## src/rtl/bus_arb.sv

```systemverilog
// Two-master to one-slave bus arbiter.
// Round-robin command arbitration with at most one read outstanding. If the slave
// does not answer a read within TIMEOUT cycles, the arbiter returns an error
// response to the master that issued the read.
module bus_arb #(
    parameter int unsigned TIMEOUT = 255
) (
    input  logic        clk,
    input  logic        rst_n,
    // m0: core
    input  logic [31:0] m0_cmd_wdata,
    input  logic [31:0] m0_cmd_addr,
    input  logic        m0_cmd_we,
    input  logic [3:0]  m0_cmd_wem,
    input  logic        m0_cmd_valid,
    output logic        m0_cmd_ready,
    output logic [31:0] m0_rsp_rdata,
    output logic        m0_rsp_valid,
    input  logic        m0_rsp_ready,
    output logic        m0_rsp_error,
    // m1: debug / DMA
    input  logic [31:0] m1_cmd_wdata,
    input  logic [31:0] m1_cmd_addr,
    input  logic        m1_cmd_we,
    input  logic [3:0]  m1_cmd_wem,
    input  logic        m1_cmd_valid,
    output logic        m1_cmd_ready,
    output logic [31:0] m1_rsp_rdata,
    output logic        m1_rsp_valid,
    input  logic        m1_rsp_ready,
    output logic        m1_rsp_error,
    // shared slave
    output logic [31:0] s_cmd_wdata,
    output logic [31:0] s_cmd_addr,
    output logic        s_cmd_we,
    output logic [3:0]  s_cmd_wem,
    output logic        s_cmd_valid,
    input  logic        s_cmd_ready,
    input  logic [31:0] s_rsp_rdata,
    input  logic        s_rsp_valid,
    input  logic        s_rsp_error,
    output logic        s_rsp_ready,
    output logic        busy_o
);

    typedef enum logic [1:0] {StIdle, StRdWait, StToRsp} state_e;

    localparam logic [9:0] CntLast = 10'(TIMEOUT - 1);

    state_e     state_q, state_d;
    logic       last_gnt_q, last_gnt_d;
    logic       owner_q, owner_d;
    logic       hold_q, hold_d;
    logic       hold_gnt_q, hold_gnt_d;
    logic [9:0] cnt_q, cnt_d;

    logic gnt;
    logic gnt_valid;
    logic gnt_we;

    // Pick the master presented on the slave bus: a stalled command keeps its grant.
    always_comb begin
        gnt = 1'b0;
        if (hold_q) begin
            gnt = hold_gnt_q;
        end else if (m0_cmd_valid && m1_cmd_valid) begin
            gnt = ~last_gnt_q;
        end else if (m1_cmd_valid) begin
            gnt = 1'b1;
        end
        gnt_valid = gnt ? m1_cmd_valid : m0_cmd_valid;
        gnt_we    = gnt ? m1_cmd_we : m0_cmd_we;
    end

    // Output muxing; reset forces everything quiet except s_rsp_ready.
    always_comb begin
        s_cmd_wdata  = '0;
        s_cmd_addr   = '0;
        s_cmd_we     = 1'b0;
        s_cmd_wem    = '0;
        s_cmd_valid  = 1'b0;
        s_rsp_ready  = 1'b1;
        m0_cmd_ready = 1'b0;
        m1_cmd_ready = 1'b0;
        m0_rsp_rdata = '0;
        m0_rsp_valid = 1'b0;
        m0_rsp_error = 1'b0;
        m1_rsp_rdata = '0;
        m1_rsp_valid = 1'b0;
        m1_rsp_error = 1'b0;
        unique case (state_q)
            StIdle: begin
                if (gnt_valid) begin
                    s_cmd_valid = 1'b1;
                    s_cmd_wdata = gnt ? m1_cmd_wdata : m0_cmd_wdata;
                    s_cmd_addr  = gnt ? m1_cmd_addr : m0_cmd_addr;
                    s_cmd_we    = gnt_we;
                    s_cmd_wem   = gnt ? m1_cmd_wem : m0_cmd_wem;
                    if (gnt) begin
                        m1_cmd_ready = s_cmd_ready;
                    end else begin
                        m0_cmd_ready = s_cmd_ready;
                    end
                end
            end
            StRdWait: begin
                if (owner_q) begin
                    s_rsp_ready  = m1_rsp_ready;
                    m1_rsp_valid = s_rsp_valid;
                    m1_rsp_rdata = s_rsp_rdata;
                    m1_rsp_error = s_rsp_error;
                end else begin
                    s_rsp_ready  = m0_rsp_ready;
                    m0_rsp_valid = s_rsp_valid;
                    m0_rsp_rdata = s_rsp_rdata;
                    m0_rsp_error = s_rsp_error;
                end
            end
            StToRsp: begin
                if (owner_q) begin
                    m1_rsp_valid = 1'b1;
                    m1_rsp_error = 1'b1;
                end else begin
                    m0_rsp_valid = 1'b1;
                    m0_rsp_error = 1'b1;
                end
            end
            default: ;
        endcase
        if (!rst_n) begin
            s_cmd_wdata  = '0;
            s_cmd_addr   = '0;
            s_cmd_we     = 1'b0;
            s_cmd_wem    = '0;
            s_cmd_valid  = 1'b0;
            s_rsp_ready  = 1'b1;
            m0_cmd_ready = 1'b0;
            m1_cmd_ready = 1'b0;
            m0_rsp_rdata = '0;
            m0_rsp_valid = 1'b0;
            m0_rsp_error = 1'b0;
            m1_rsp_rdata = '0;
            m1_rsp_valid = 1'b0;
            m1_rsp_error = 1'b0;
        end
    end

    assign busy_o = (state_q != StIdle);

    // Next-state logic for the FSM, grant history, hold and timeout counter.
    always_comb begin
        state_d    = state_q;
        last_gnt_d = last_gnt_q;
        owner_d    = owner_q;
        hold_d     = 1'b0;
        hold_gnt_d = hold_gnt_q;
        cnt_d      = cnt_q;
        unique case (state_q)
            StIdle: begin
                if (s_cmd_valid && !s_cmd_ready) begin
                    hold_d     = 1'b1;
                    hold_gnt_d = gnt;
                end
                if (s_cmd_valid && s_cmd_ready) begin
                    last_gnt_d = gnt;
                    if (!gnt_we) begin
                        owner_d = gnt;
                        cnt_d   = '0;
                        state_d = StRdWait;
                    end
                end
            end
            StRdWait: begin
                if (s_rsp_valid && s_rsp_ready) begin
                    state_d = StIdle;
                end else begin
                    // Saturate so a response stalled by the owner never wraps the count.
                    if (cnt_q != '1) begin
                        cnt_d = cnt_q + 10'd1;
                    end
                    // A real response, even if not yet accepted, beats the timeout.
                    if (!s_rsp_valid && (cnt_q >= CntLast)) begin
                        state_d = StToRsp;
                    end
                end
            end
            StToRsp: begin
                if (owner_q ? m1_rsp_ready : m0_rsp_ready) begin
                    state_d = StIdle;
                end
            end
            default: state_d = StIdle;
        endcase
    end

    // State registers; last_gnt resets to 1 so m0 wins the first tie.
    always_ff @(posedge clk or negedge rst_n) begin
        if (!rst_n) begin
            state_q    <= StIdle;
            last_gnt_q <= 1'b1;
            owner_q    <= 1'b0;
            hold_q     <= 1'b0;
            hold_gnt_q <= 1'b0;
            cnt_q      <= '0;
        end else begin
            state_q    <= state_d;
            last_gnt_q <= last_gnt_d;
            owner_q    <= owner_d;
            hold_q     <= hold_d;
            hold_gnt_q <= hold_gnt_d;
            cnt_q      <= cnt_d;
        end
    end

endmodule

```

## config.mk

```make
export PLATFORM = sky130hd
export DESIGN_NAME = bus_arb
export DESIGN_NICKNAME = d
export VERILOG_FILES = /design/src/rtl/bus_arb.sv
export SDC_FILE = /design/constraint.sdc
export NUM_CORES = 1
export LEC_CHECK = 0
export ABC_AREA = 1
export CAP_MARGIN = 0
export CORE_AREA = 3 3 122 124
export CTS_BUF_LIST = sky130_fd_sc_hd__clkbuf_16
export DETAILED_ROUTE_END_ITERATION = 10
export DIE_AREA = 0 0 125 127
export GPL_ROUTABILITY_DRIVEN = 0
export SLEW_MARGIN = 5
export SYNTH_ARGS = -nofsm -noshare
export SYNTH_HDL_FRONTEND = slang
export SYNTH_SLANG_ARGS = --single-unit
```

## constraint.sdc

```tcl
create_clock -name clk -period 2 [get_ports clk]
set_input_delay 0.6 -clock clk [delete_from_list [all_inputs] [get_ports clk]]
set_output_delay 0.6 -clock clk [all_outputs]
set_load 0.02 [all_outputs]
```

# ---- Word level (Yosys, flattened, before mapping)
# Index checks and enable logic that the tools add are counted.
dict set report op_classes {
  mux 67
  n_eq_ne 9
  addsub 1
  n_bitwise 2
  n_reduce_logical 15
  magnitude_cmp 1
}
# operator count
set op_table {}
lappend op_table {{$mux W32} 14}
lappend op_table {{$mux W10} 4}
lappend op_table {{$mux W1} 34}
lappend op_table {{$pmux W10 S2} 1}
lappend op_table {{$mux W4} 4}
lappend op_table {{$add A10 B1 Y10 const B} 1}
lappend op_table {{$ge A10 B8 Y1 const B} 1}
lappend op_table {{$mux W2} 5}
lappend op_table {{$ne A10 B10 Y1 const B} 1}
lappend op_table {{$ne A2 B2 Y1 const B} 5}
lappend op_table {{$pmux W1 S2} 4}
lappend op_table {{$pmux W2 S3} 1}
lappend op_table {{$logic_and A1 B1 Y1} 5}
lappend op_table {{$reduce_and A5 Y1} 1}
lappend op_table {{$reduce_and A2 Y1} 2}
lappend op_table {{$reduce_and A4 Y1} 1}
lappend op_table {{$reduce_bool A2 Y1} 2}
lappend op_table {{$ne A3 B3 Y1 const B} 1}
lappend op_table {{$reduce_and A3 Y1} 1}
lappend op_table {{$eq A2 B1 Y1 const B} 1}
lappend op_table {{$eq A2 B2 Y1 const B} 1}
lappend op_table {{$logic_not A1 Y1} 2}
lappend op_table {{$logic_not A2 Y1} 1}
lappend op_table {{$not A1 Y1} 2}
dict set report word_totals {
  output_inout_bits 142
  elab_cells 101
  ff_bits 16
}

# ---- Depth between registers and ports, before layout
# Gate-level depths: netlist of the first run.
dict set report logic_depth {
  depth_word 10
  ltp_mapped 12
  mapped_depth_nobuf 12
}

# ---- Worst setup path after synthesis of the first run
# Ideal clock, no wire load.
dict set report synth_path {
  kind {reg2out}
  start {register state_q[1]}
  end {output m0_rsp_rdata[10]}
  stages_incl_launch_ff 7
  path_slack_ns -0.312
  t_arrival_ns 1.712
  path_buffers 2
  required_time_ns 1.400
  path_cell_list {dfrtp_1 > inv_1 > ha_1 > inv_1 > clkbuf_1 > buf_1 > nor3_1}
}
dict set report synth_via {
  elab_chain_len 3
}
# element line
set synth_lines {}
lappend synth_lines {{start, declared} 50} ;# state_e state_q, state_d;
lappend synth_lines {{start signal, assigned} 199} ;# state_q <= StIdle;
lappend synth_lines {{start signal, assigned} 206} ;# state_q <= state_d;
lappend synth_lines {{$eq A2 B1 Y1} 91} ;# unique case (state_q)
lappend synth_lines {{$mux W32} 91}
lappend synth_lines {{$mux W32} 130} ;# if (!rst_n) begin
lappend synth_lines {{end, declared} 17} ;# output logic [31:0] m0_rsp_rdata,
# No other way between the ends.

# ---- Worst setup path after layout of the first run
dict set report layout_path {
  start {register state_q[0]}
  end {output s_cmd_addr[17]}
}
dict set report layout_via {
  elab_chain_len 3
}
# element line
set layout_lines {}
lappend layout_lines {{$logic_not A2 Y1} 91}
lappend layout_lines {{$mux W32} 91}
lappend layout_lines {{$mux W32} 130}
lappend layout_lines {{end, declared} 34} ;# output logic [31:0] s_cmd_addr,
# No other way between the ends.

==> results of run 1 <==
worst reg2reg max path, cell delays in order (launching register included):
cell and delay, ns:
dfrtp_1 0.38, inv_2 0.08, ha_4 0.15, nand2_4 0.05, nor2_4 0.17, buf_4 0.14, buf_4 0.10, nand3_4 0.11
buf_6 0.16, nand2_4 0.09, buf_4 0.11, nand2_1 0.06, o21bai_1 0.15, nand2_1 0.06
area by class of cell:
cell class	count	area, µm²
clock buffers	3	75.1
clock inverters	1	3.75
fillers	1071	4950
inverters	47	196
multi-input cells	411	3380
flip-flops and latches	16	402
well taps	180	225
repair buffers	408	4640
repair inverters	1	11.3
logic make-up (layout without fill, tap and decap cells):
family	after synthesis	after routing	synth area share
buffers and inverters	84	460	0.132
flip-flops	16	16	0.153
AO/OA/AOI/OAI	85	85	0.168
AND/OR/NAND/NOR	317	318	0.512
adder cells (fa/ha/maj)	6	6	0.0285
XOR/XNOR	2	2	0.00666
synth_stat cells (all sizes together):
master  instances  area share
nand2         203        0.29
a21oi          75        0.14
nor3           64        0.12
inv            47       0.067
buf            30       0.055
nand3          23       0.048
nor2           21       0.032
dfrtp          15        0.14
clkbuf          7       0.010
ha              6       0.029
o21ai           5       0.011
nor3b           4       0.011
o21bai          4       0.011
nand4           2      0.0071
dfstp           1       0.010
o21a            1      0.0029
xnor2           1      0.0033
xor2            1      0.0033
flip-flops by register name, summed over array words and instances (netlist names):
signal and flops:
cnt_q 10, hold_gnt_q 1, hold_q 1, state_q 2, last_gnt_q 1, owner_q 1
layer usage:
layer	vias up	share of wire
li1	2422	-
met1	2320	0.38
met2	257	0.53
met3	30	0.071
met4	0	0.022
met5	-	0
through the flow:
stage	cell area [µm²]	power, W	utilization	instances
global route	8930	0.00861	0.644	1067
finish	8930	0.00822	0.644	1067
detailed placement	7440	0.00580	0.536	1022
global placement	7440	0.00574	0.536	1022
floorplan	3710	0.00362	-	510
CTS	8400	0.00754	0.605	1054
power groups by stage:
| stage | sequential (W) | clock [W] | combinational [W] |
|---|---|---|---|
| 3_3_place_gp | 0.000450 | 0 | 0.00529 |
| 3_5_place_dp | 0.000453 | 0 | 0.00534 |
| 5_1_grt | 0.000474 | 0.000414 | 0.00772 |
| 6_report | 0.000467 | 0.000392 | 0.00736 |
| 4_1_cts | 0.000463 | 0.000398 | 0.00667 |
| 2_1_floorplan | 0.000454 | 0 | 0.00317 |
placed cells by master (no fill, tap or decap), types with 19 or more instances in the layout:
master,instances
nand2_2,29
nand2_1,156
nor3_4,60
clkdlybuf4s50_1,175
inv_1,42
buf_6,127
nand3_1,19
a21oi_2,45
a21oi_4,27
buf_4,60
worst paths after layout:
| check | startpoint | to | slack, ns | depth (start not counted) |
|---|---|---|---|---|
| max | state_q[0]$_DFFE_PN0P_ | s_cmd_addr[17] | -0.36 | 9 |
| min | rst_n | owner_q$_DFFE_PN0P_ | 0.28 | 2 |
| max reg2reg | state_q[0]$_DFFE_PN0P_ | state_q[0]$_DFFE_PN0P_ | 0.08 | 13 |
| min reg2reg | last_gnt_q$_DFFE_PN1P_ | last_gnt_q$_DFFE_PN1P_ | 0.52 | 2 |
| max in group asynchronous | rst_n | last_gnt_q$_DFFE_PN1P_ | 1.30 | 3 |
| min in group clk | last_gnt_q$_DFFE_PN1P_ | last_gnt_q$_DFFE_PN1P_ | 0.52 | 2 |
timing repair:
action                     4_1_cts  5_1_grt
setup endpoints to repair      153      153
gates cloned                    17        7
gates resized for setup        889       85
setup buffers                   12        9
pin swaps                       22       30
==> results.tsv, run 1 <==
metric	value	unit
CTS sink cnt	16	
Yosys warnings	0	
FF+latch count, synth	16	
CTS tree	done	
Pwr per Cell Area	921	mW/mm²
IO Port Bufs	320	
met2 Track Usage GR	0.406	
# H-tree levels	1	
Pint	0.00415	W
post-DR vias/cell	4.71	
worst clock skew	0.00118	ns
DR vias	5029	
Min Hold Slack	0.283	ns
Die Area	0.0159	mm²
Worst-path clk slew	0.05	ns
status	finished, violations left	
crit-path max FO	6	
area growth from synthesis to layout	240	%
first-pass GRT wire length	27500	µm
LEAKAGE	3.91	nW
Final min period	2.36	ns
Final Hold Fails	0	
CORE AREA	0.0139	mm²
Final Setup Violations	141	
failing checks	negative setup slack	
WL final	19200	µm
# diodes	0	
GR Layer Usage met3	0.0355	
Final ANT Viol Nets	0	
Sw Share	0.495	
drt pass-1 iters	4	
Synth Cell Area	0.00263	mm²
Layout Nets	1073	
maximum number of pins on one net before global-route repair	22	
# DRC	0	
Worst setup EP type	primary output	
Num CTS Buffers	3	
CTS Root Cell	clkbuf_16	
layout cells sized above 1	0.495	
setup ws final	-0.361	ns
HPWL after DPL	13600	µm
Setup WS pre-CTS	-1.27	ns
pin slew with the least headroom to its limit	0.228	ns
cts hold-fix bufs	0	
unrepaired setup endpoints after global routing	yes	
CP max stage delay	0.38	ns
WP data required	1.40	ns
Flop pwr share	0.057	
fmax	424	MHz
Seq/Total Area, Yosys	0.153	
gr busiest metal	met2	
Worst Setup Start Kind	flop	
GRT Util Overall	0.213	
cell count after synthesis	510	
Cell Chain, Critical Path	inv_2 -> ha_4 -> nand2_4 -> nor2_4 -> nand2_8 -> buf_6 -> clkbuf_16 -> a21oi_4 -> buf_6	
Mapped Nets	695	
headroom to the max-slew limit	0.848	
worst vdd ir	427	µV
routed len/inst	18.0	µm
Detailed Route Iter0 Violations	162	
initial core utilization	0.189	
clock network fraction of total power	0.048	
Slowest cell on crit path	dfrtp_1	
Die Y	127	µm
Critical path buffers and inverters	4	
Worst Hold Class	in2async	
maxcap violations	0	
vias in the first global route	5037	
fin crit share	1.18	
CP top delay family	buffers and inverters	
worst path arrival time	1.76	ns
I/O Pins	321	
syn avg cell area	5.16	µm²
combinational power share	0.896	
most used cell, CP	buf_6	
Cell variety after synth	27	
worst-case clock buffer depth	2	
FP Rows	43	
initial antenna violation count	0	
Setup TNS Final	-36.55	ns
fin. max-slew vios	0	
CP Class	reg2out	
chip width	125	µm
M1 GR Usage	0.249	
grt ovf	0	
clock latency on the worst-skew pair	0.25	ns
Psw	0.00407	W
No activity file was read; power rests on OpenSTA's default activity.
==> inputs of run 2 (changes only) <==
- CORE_AREA: 3 3 122 124 -> 2 2 125 127
- DIE_AREA: 0 0 125 127 -> 0 0 127 129
- PLACE_DENSITY: unset -> 0.68
==> results.tsv, run 2 (synthesized netlist as in run 1, its figures left out) <==
metric	value	unit	change
status	finished, violations left		unchanged
failing checks	negative setup slack		unchanged
unrepaired setup endpoints after global routing	yes		unchanged
clock latency on the worst-skew pair	0.25	ns	about the same
headroom to the max-slew limit	0.804		was 0.848
setup ws final	-0.402	ns	was -0.361 ns
routed length on met1	6630	µm	was 7250 µm
met2 wire length	10500	µm	was 10200 µm
GRT Util Overall	0.191		was 0.213
grt ovf	0		unchanged
Final min period	2.40	ns	was 2.36 ns
commonest non-fill, non-tap cell in the layout	clkdlybuf4s50_1		unchanged
Die Y	129	µm	was 127 µm
CP max stage delay	0.55	ns	was 0.38 ns
layout cells sized above 1	0.511		was 0.495
Worst-path clk slew	0.05	ns	about the same
Reg2Reg Depth	11		was 13
# diodes	0		unchanged
FP Rows	45		was 43
# H-tree levels	1		unchanged
met3 routed WL	1430	µm	was 1360 µm
fin crit share	1.20		was 1.18
Worst Hold Class	in2async		unchanged
CP top delay family	flip-flops		was buffers and inverters
CTS Root Cell	clkbuf_16		unchanged
IO Port Bufs	320		unchanged
post-DR vias/cell	4.68		was 4.71
register area	402	µm²	unchanged
initial core utilization	0.176		was 0.189
Slowest cell on crit path	dfstp_2		was dfrtp_1
Die Area	0.0164	mm²	was 0.0159 mm²
Worst Setup Start Kind	flop		unchanged
Critical path buffers and inverters	3		was 4
drt pass-1 iters	4		unchanged
DR vias	5033		was 5029
worst vdd ir	456	µV	was 427 µV
max layer used	met4		unchanged
Final ANT Viol Nets	0		unchanged
first-pass GRT wire length	24800	µm	was 27500 µm
Setup WS pre-CTS	-1.21	ns	was -1.27 ns
initial antenna violation count	0		unchanged
Overall Power	0.00834	W	was 0.00822 W
Post-DP Area	0.00742	mm²	was 0.00744 mm²
CTS tree	done		unchanged
I/O Pins	321		unchanged
R2R Setup Slk	0.10	ns	was 0.08 ns
LEAKAGE	3.96	nW	was 3.91 nW
Largest regs	cnt_q (10), state_q (2)		unchanged
maximum number of pins on one net before global-route repair	26		was 22
worst path arrival time	1.80	ns	was 1.76 ns
worst-case clock buffer depth	2		unchanged
largest register by flop count	cnt_q		unchanged
vias in the first global route	4690		was 5037
Final Setup Violations	141		unchanged
HPWL after DPL	12800	µm	was 13600 µm
WL final	19100	µm	was 19200 µm
pin slew with the least headroom to its limit	0.293	ns	was 0.228 ns
area growth from synthesis to layout	245	%	was 240%
Cell Chain, Critical Path	nand2_2 -> nand3_4 -> nand2_8 -> clkinv_16 -> clkbuf_16 -> nand2_1 -> a21oi_2 -> buf_6		was inv_2 -> ha_4 -> nand2_4 -> nor2_4 -> nand2_8 -> buf_6 -> clkbuf_16 -> a21oi_4 -> buf_6
maxcap violations	0		unchanged
launch point of the worst reg-to-reg path	last_gnt_q$_DFFE_PN1P_		was state_q[0]$_DFFE_PN0P_
fmax	416	MHz	was 424 MHz
Final Hold Fails	0		unchanged
WP data required	1.40	ns	about the same
# DRC	0		unchanged
Detailed Route Iter0 Violations	131		was 162
worst clock skew	0.00148	ns	was 0.00118 ns
chip width	127	µm	was 125 µm
Fillers	1239		was 1071
max FFs per register	10		unchanged
Worst setup EP type	primary output		unchanged
routed len/inst	17.7	µm	was 18.0 µm
CTS sink cnt	16		unchanged
cts hold-fix bufs	0		unchanged
Layout Nets	1074		was 1073
Post-Layout Inst Area	0.00907	mm²	was 0.00893 mm²
area of the multi-input gates	0.00343	mm²	was 0.00338 mm²
Num CTS Buffers	3		unchanged
CP Class	reg2out		unchanged
fin. max-slew vios	0		unchanged
most frequent cells in the layout	clkdlybuf4s50_1 (174), nand2_1 (150), buf_6 (124)		was clkdlybuf4s50_1 (175), nand2_1 (156), buf_6 (127)
FF-to-FF End	cnt_q[6]$_DFFE_PN0P_		was state_q[0]$_DFFE_PN0P_
CORE AREA	0.0150	mm²	was 0.0139 mm²
crit-path max FO	8		was 6
Pwr per Cell Area	919	mW/mm²	was 921 mW/mm²
Crit. Startpoint	last_gnt_q$_DFFE_PN1P_		was state_q[0]$_DFFE_PN0P_
## run 2: cell count changes in the layout (fill, tap and decap cells not counted), sizes merged, moves of 2 or more
| cell | delta |
|---|---|
| buf | -10 |
| nand2 | +2 |
| bufbuf | -3 |
| inv | -3 |
| clkbuf | +10 |
| clkinv | +4 |
| dlymetal6s2s | +2 |
## run 2: final cells by class
type	instances	share of cell area
repair buffers	406	0.517
multi-input cells	413	0.378
flip-flops and latches	16	0.0443
well taps	188	0.0259
inverters	47	0.0237
clock buffers	3	0.00827
repair inverters	2	0.00303
clock inverters	1	0.000414
## run 2: worst max-delay path by stage
stage                                  end  cells past startpoint
after global placement      s_cmd_wdata[7]                      7
after global routing          s_cmd_wem[3]                      8
after CTS                    s_cmd_addr[2]                      9
after floorplan           m0_rsp_rdata[31]                      5
after detailed placement    s_cmd_wdata[7]                      7
final                       s_cmd_wdata[4]                      8
## run 2: per-stage QoR
step | TNS, ns | util | hold slack [ns] | instances
final | -38.05 | 0.606 | 0.324 | 1076
after detailed placement | -159.63 | 0.496 | 0.499 | 1029
after floorplan | -6.49 | - | 0.304 | 510
after global placement | -157.83 | 0.496 | 0.480 | 1029
after CTS | -40.22 | 0.517 | 0.302 | 1046
after global routing | -47.74 | 0.606 | 0.330 | 1076
## run 2: what timing repair did
| action | 4_1_cts | 5_1_grt |
|---|---|---|
| setup endpoints to repair | 155 | 154 |
| gates resized for setup | 738 | 273 |
| cloned | 8 | 22 |
| setup buffers | 5 | 11 |
| pin swaps | 12 | 100 |
## run 2: where the power goes
part / leakage (nW) / switching, W / internal [W]
clock: 0.0385 / 0.000143 / 0.000266
sequential: 0.211 / 0.0000767 / 0.000401
combinational: 3.71 / 0.00392 / 0.00353
total: 3.96 / 0.00414 / 0.00420
## run 2: per-layer routing
metal / vias up / global-route usage
met5: - / 0
met2: 240 / 0.360
li1: 2421 / -
met1: 2340 / 0.213
met4: 0 / 0.0582
met3: 32 / 0.0432
